$ cat config.mk
export PLATFORM = sky130hd
export DESIGN_NAME = mem_stage_ctrl
export DESIGN_NICKNAME = d
export VERILOG_FILES = /design/src/rtl/cpu_types_pkg.sv /design/src/rtl/link_reg.sv /design/src/rtl/mem_stage_ctrl.sv
export SDC_FILE = /design/constraint.sdc
export NUM_CORES = 1
export LEC_CHECK = 0
export CAP_MARGIN = 10
export CORE_MARGIN = 1.5
export CORE_UTILIZATION = 35
export CTS_BUF_LIST = sky130_fd_sc_hd__clkbuf_16
export DETAILED_ROUTE_END_ITERATION = 8
export GPL_TIMING_DRIVEN = 1
export SLEW_MARGIN = 20
export SYNTH_ARGS = -nofsm -noshare
export SYNTH_HDL_FRONTEND = slang
export SYNTH_SLANG_ARGS = --single-unit
$ cat constraint.sdc
create_clock -name CLK -period 3.23 [get_ports CLK]
set_input_delay 0.4845 -clock CLK [delete_from_list [all_inputs] [get_ports CLK]]
set_output_delay 0.4845 -clock CLK [all_outputs]
set_load 0.005 [all_outputs]
$ cat src/rtl/cpu_types_pkg.sv
// Shared types for the pipeline: data word and the MEM-stage sequencer state.
package cpu_types_pkg;

    localparam int WORD_W = 32;

    typedef logic [WORD_W-1:0] word_t;

    typedef enum logic {
        IDLE = 1'b0,
        REQ  = 1'b1
    } memstate_t;

endpackage

$ cat src/rtl/link_reg.sv
// LL/SC link register: tracks the reserved address and invalidates it on
// SC completion, a local store to the same address, or a coherence snoop.
module link_reg
    import cpu_types_pkg::*;
#(
    parameter int ADDR_W = 32
) (
    input  logic              CLK,
    input  logic              nRST,
    input  logic [ADDR_W-1:0] addr,
    input  logic              ll_done,
    input  logic              sc_done,
    input  logic              st_done,
    input  logic              snoop_inv,
    input  logic [ADDR_W-1:0] snoop_addr,
    output logic              link_valid,
    output logic              addr_match,
    output logic              snoop_hit
);

    logic [ADDR_W-1:0] link_addr;

    assign addr_match = link_valid & (link_addr == addr);
    assign snoop_hit  = snoop_inv & (snoop_addr == link_addr);

    // An LL completing wins over a snoop that lands in the same cycle.
    always_ff @(posedge CLK or negedge nRST) begin
        if (!nRST) begin
            link_valid <= 1'b0;
            link_addr  <= '0;
        end else if (ll_done) begin
            link_valid <= 1'b1;
            link_addr  <= addr;
        end else if (sc_done | (st_done & (link_addr == addr)) | snoop_hit) begin
            link_valid <= 1'b0;
        end
    end

endmodule

$ cat src/rtl/mem_stage_ctrl.sv
// MEM-stage sequencer: issues dmem requests for the EX/MEM instruction, stalls
// until dhit, and owns the served flag, sticky halt and stall-cycle counter.
module mem_stage_ctrl
    import cpu_types_pkg::*;
#(
    parameter int ADDR_W = 32,
    parameter int CNT_W  = 32
) (
    input  logic              CLK,
    input  logic              nRST,
    input  logic              memRd_MEM,
    input  logic              memWr_MEM,
    input  logic              datomic_MEM,
    input  logic              halt_MEM,
    input  logic [ADDR_W-1:0] addr_MEM,
    input  logic              advance,
    input  logic              dhit,
    input  logic              snoop_inv,
    input  logic [ADDR_W-1:0] snoop_addr,
    output logic              dmemREN,
    output logic              dmemWEN,
    output logic [ADDR_W-1:0] dmemaddr,
    output logic              mem_stall,
    output logic              sc_result,
    output logic              link_valid,
    output logic              halted,
    output logic [CNT_W-1:0]  stall_cycles
);

    memstate_t state, state_nxt;

    logic served;
    logic sc_hold;
    logic is_rd, is_wr;
    logic addr_match, snoop_hit;
    logic sc_fail, mem_op, active, complete;
    logic ll_done, sc_done, st_done;

    // A load+store combination is illegal and is handled as a load.
    assign is_rd = memRd_MEM;
    assign is_wr = memWr_MEM & ~memRd_MEM;

    assign sc_fail = datomic_MEM & memWr_MEM & ~(addr_match & ~snoop_hit);

    // NOTE: nRST gates the request so REN/WEN drop the instant reset asserts,
    // even while the EX/MEM latch still presents a memory instruction.
    assign mem_op = nRST & (memRd_MEM | memWr_MEM) & ~halted & ~served & ~sc_fail;

    // NOTE: every always_comb output gets a default first, so no path can infer a latch.
    always_comb begin
        state_nxt = state;
        active    = 1'b0;
        unique case (state)
            IDLE: begin
                active = mem_op;
                if (mem_op && !dhit) state_nxt = REQ;
            end
            REQ: begin
                active = 1'b1;
                if (dhit) state_nxt = IDLE;
            end
            default: state_nxt = IDLE;
        endcase
    end

    assign complete  = active & dhit;
    assign ll_done   = complete & is_rd & datomic_MEM;
    assign sc_done   = complete & is_wr & datomic_MEM;
    assign st_done   = complete & is_wr & ~datomic_MEM;

    assign dmemREN   = active & is_rd;
    assign dmemWEN   = active & is_wr;
    assign dmemaddr  = addr_MEM;
    assign mem_stall = active & ~dhit;
    assign sc_result = sc_done | (served & sc_hold);

    // NOTE: sequential state uses non-blocking assignments so every register
    // samples pre-edge values regardless of statement order.
    always_ff @(posedge CLK or negedge nRST) begin
        if (!nRST) begin
            state        <= IDLE;
            served       <= 1'b0;
            sc_hold      <= 1'b0;
            halted       <= 1'b0;
            stall_cycles <= '0;
        end else begin
            state <= state_nxt;
            if (advance) begin
                served  <= 1'b0;
                sc_hold <= 1'b0;
            end else if (complete) begin
                served  <= 1'b1;
                sc_hold <= sc_done;
            end
            if (halt_MEM && !mem_stall) halted <= 1'b1;
            if (mem_stall && (stall_cycles != '1)) stall_cycles <= stall_cycles + 1'b1;
        end
    end

    link_reg #(
        .ADDR_W (ADDR_W)
    ) u_link_reg (
        .CLK        (CLK),
        .nRST       (nRST),
        .addr       (addr_MEM),
        .ll_done    (ll_done),
        .sc_done    (sc_done),
        .st_done    (st_done),
        .snoop_inv  (snoop_inv),
        .snoop_addr (snoop_addr),
        .link_valid (link_valid),
        .addr_match (addr_match),
        .snoop_hit  (snoop_hit)
    );

endmodule

==> impl_metrics.ini <==
[floorplanning]
die_y_um = 110.0
rows = 38
start_util = 0.3647
fp.dieW_um = 110.0
fp.dieArea_sq_um = 12090
ios = 143
core_sq_um = 10980

[sta]
worst_pin_slew_ns = 0.8943
fin_crit_sh = 1.022
rsz0062_at_grt = yes
max_slew_margin = 0.4038
min_period_ns = 3.301
drv_slew = 0
setup_viol = 3
hold_viol = 0
whs_ns = 0.4170
fin_worst_skew_ns = 0.003738
fmax_ghz = 0.3029
layout_setup_ws_ns = -0.07130

[run_status]
violations = setup timing
status = finished with violations

[synth]
seq_area_frac_synth = 0.4311
syn-num-nets = 445
synth_warnings = 0
syn_area_per_cell_sq_um = 10.80
netlist-cell-type-count = 35
syn_area_sq_um = 4005
syn_inst = 371
synth-edff-count = 0
synth-main-ff-cell = dfrtp_1
async_reset_ff_frac = 1.000
ys_seq_elements = 69

[global_route]
grt_use_total = 0.1931
grt_start_max_net_pins = 70
grt_pass1_wl_mm = 17.46
grt_overflow = 0
grt_pass1_vias = 3455
antenna_found_initial = 0

[finish]
mostFrequentLayoutCells = 111 x clkdlybuf4s50_1, 86 x xor2_1, 69 x dfrtp_1
diodes = 0
nets = 620
area.growth.synth_to_final_pct = 53.86
final_core_util = 0.5611
final_common_cell = clkdlybuf4s50_1
final_layout_size_suffix_gt1_frac = 0.1927

[clock_tree]
path_clk_slew_ns = 0.05
cts_buffer_depth = 2
clock_sinks = 69
root_buffer = clkbuf_16
clk_latency_ns = 0.32
numCtsBuffers = 9
cts-htree-levels = 3
cts_tree = yes

[critical_path]
crit_path_start_kind = input pin
critPathMaxStageDelay_ns = 0.54
cp_cell_sequence = dlygate4sd2_1 -> xor2_1 -> nor4_2 -> buf_4 -> nand4_1 -> or4_4 -> a221oi_4 -> buf_4 -> nand4b_1 -> nand2_1 -> buf_2
endpoint_kind = output port
cp_max_fo = 3
crit_top_cell = buf_4
critical_path_required_ns = 2.75
cp_slowest_cell = or4_4
critPathKind = input pin to output port
critPathArrivalTime_ns = 2.82

[pwr]
power.share.clock = 0.394
p_sw_frac = 0.2450
leakagePower_nw = 3.000
p_switching_w = 0.0005260
power_frac_seq = 0.438
p_int_w = 0.001621
powerDensity_nw_per_um2 = 348.4
p_comb_frac = 0.168
ir_drop_uv = 221.1

[drt]
drc = 0
routed-via-count = 3363
drt_wl_total_mm = 11.33
wl_per_cell_um = 16.42
dr.pass1.iters = 4
ant_nets = 0
viasPerCell = 4.874
drt_iter0_markers = 117

[job]
cap_violations = 0

[place]
port_buffers = 142
dp_hpwl_mm = 8.074
gp_congestion = 0.8064

[hold_path]
hold_path.class = input pin to asynchronous set/reset pin
-- cell families (layout without fill, tap and decap cells) --
logic type	after synthesis	after routing	synth area share
simple gates	114	115	0.1678
fa+ha+maj	1	1	0.003124
compound gates	8	8	0.01718
mux	33	33	0.09278
flops	69	69	0.4311
buf+inv	51	229	0.08029
xor+xnor	95	95	0.2077
-- flip-flops by register name (all words and copies together) (netlist names) --
name,flops
stall_cycles,32
u_link_reg.link_addr,32
halted,1
sc_hold,1
served,1
state,1
u_link_reg.link_valid,1
-- area by class of cell --
cell class / instances / area, sq um
Sequential cell: 69 / 1727
Fill cell: 1008 / 4821
Tap cell: 140 / 175.2
Timing Repair Buffer: 208 / 1929
Multi-Input combinational cell: 252 / 2058
Clock inverter: 6 / 25.02
Inverter: 6 / 22.52
Clock buffer: 9 / 225.2
-- worst max-delay path: cells and delay by family --
kind                      cells  cell delay, ns
buffers and inverters         4            0.70
xor gates and xnor gates      1            0.16
AOI/OAI and AO/OA             1            0.32
and+or+nand+nor               5            1.16
-- path summary, 6_finish.rpt --
path | start | end | slack [ns] | cells after the start
max in group asynchronous | nRST | u_link_reg.link_addr[15] | 2.25 | 2
worst min register to register | stall_cycles[9] | stall_cycles[9] | 0.49 | 1
worst max register to register | u_link_reg.link_addr[5] | sc_hold | -0.03 | 19
worst min-delay path | nRST | u_link_reg.link_addr[17] | 0.42 | 2
worst max-delay path | snoop_addr[31] | sc_result | -0.07 | 11
min in group CLK | stall_cycles[9] | stall_cycles[9] | 0.49 | 1
-- cells in the mapped netlist, drive strengths merged, types with 3 or more instances --
| library cell | n | share of area |
|---|---|---|
| and3 | 3 | 0.0047 |
| buf | 40 | 0.070 |
| clkbuf | 5 | 0.0047 |
| dfrtp | 69 | 0.43 |
| inv | 6 | 0.0056 |
| mux2 | 33 | 0.093 |
| nand2 | 14 | 0.013 |
| nand3 | 10 | 0.012 |
| nand4 | 14 | 0.022 |
| nor2 | 9 | 0.0091 |
| nor2b | 3 | 0.0047 |
| nor3 | 8 | 0.013 |
| nor3b | 3 | 0.0056 |
| nor4 | 34 | 0.053 |
| nor4b | 3 | 0.0066 |
| o21ai | 3 | 0.0037 |
| or4 | 4 | 0.0084 |
| xnor2 | 8 | 0.017 |
| xor2 | 87 | 0.19 |
-- through the flow --
stage	area [sq um]	total power [W]	setup TNS, ns	setup WS, ns	cells
finish	6162	0.002147	-0.1198	-0.07130	690
global route	6162	0.002257	-0.6633	-0.2180	690
CTS	6063	0.002181	-0.09480	-0.05510	687
detailed placement	5663	0.001313	-18.98	-0.5508	656
global placement	5663	0.001310	-18.75	-0.5804	656
floorplan	4005	0.001077	0	0.4030	371
-- power by group through the flow --
| stage | Sequential (W) | Combinational [W] | Clock [W] |
|---|---|---|---|
| floorplan | 0.000951 | 0.000126 | 0 |
| finish | 0.000940 | 0.000361 | 0.000846 |
| global route | 0.000946 | 0.000395 | 0.000917 |
| global placement | 0.000954 | 0.000356 | 0 |
| detailed placement | 0.000955 | 0.000358 | 0 |
| CTS | 0.000939 | 0.000364 | 0.000878 |
-- metal layers --
layer  vias up  GRT usage  part of all wire
li1       1622          -                 -
met1      1609     0.2534              0.46
met2       126     0.3030              0.45
met3         6    0.05467             0.082
met4         0    0.07050            0.0084
met5         -          0                 0
-- timing repair --
action	in CTS	in global routing
cloned	1	0
resized for setup	41	20
setup endpoints to repair	36	20
pin swaps	20	7
hold buffers	0	0
setup buffers	15	3
No activity file was read; power rests on OpenSTA's default activity.
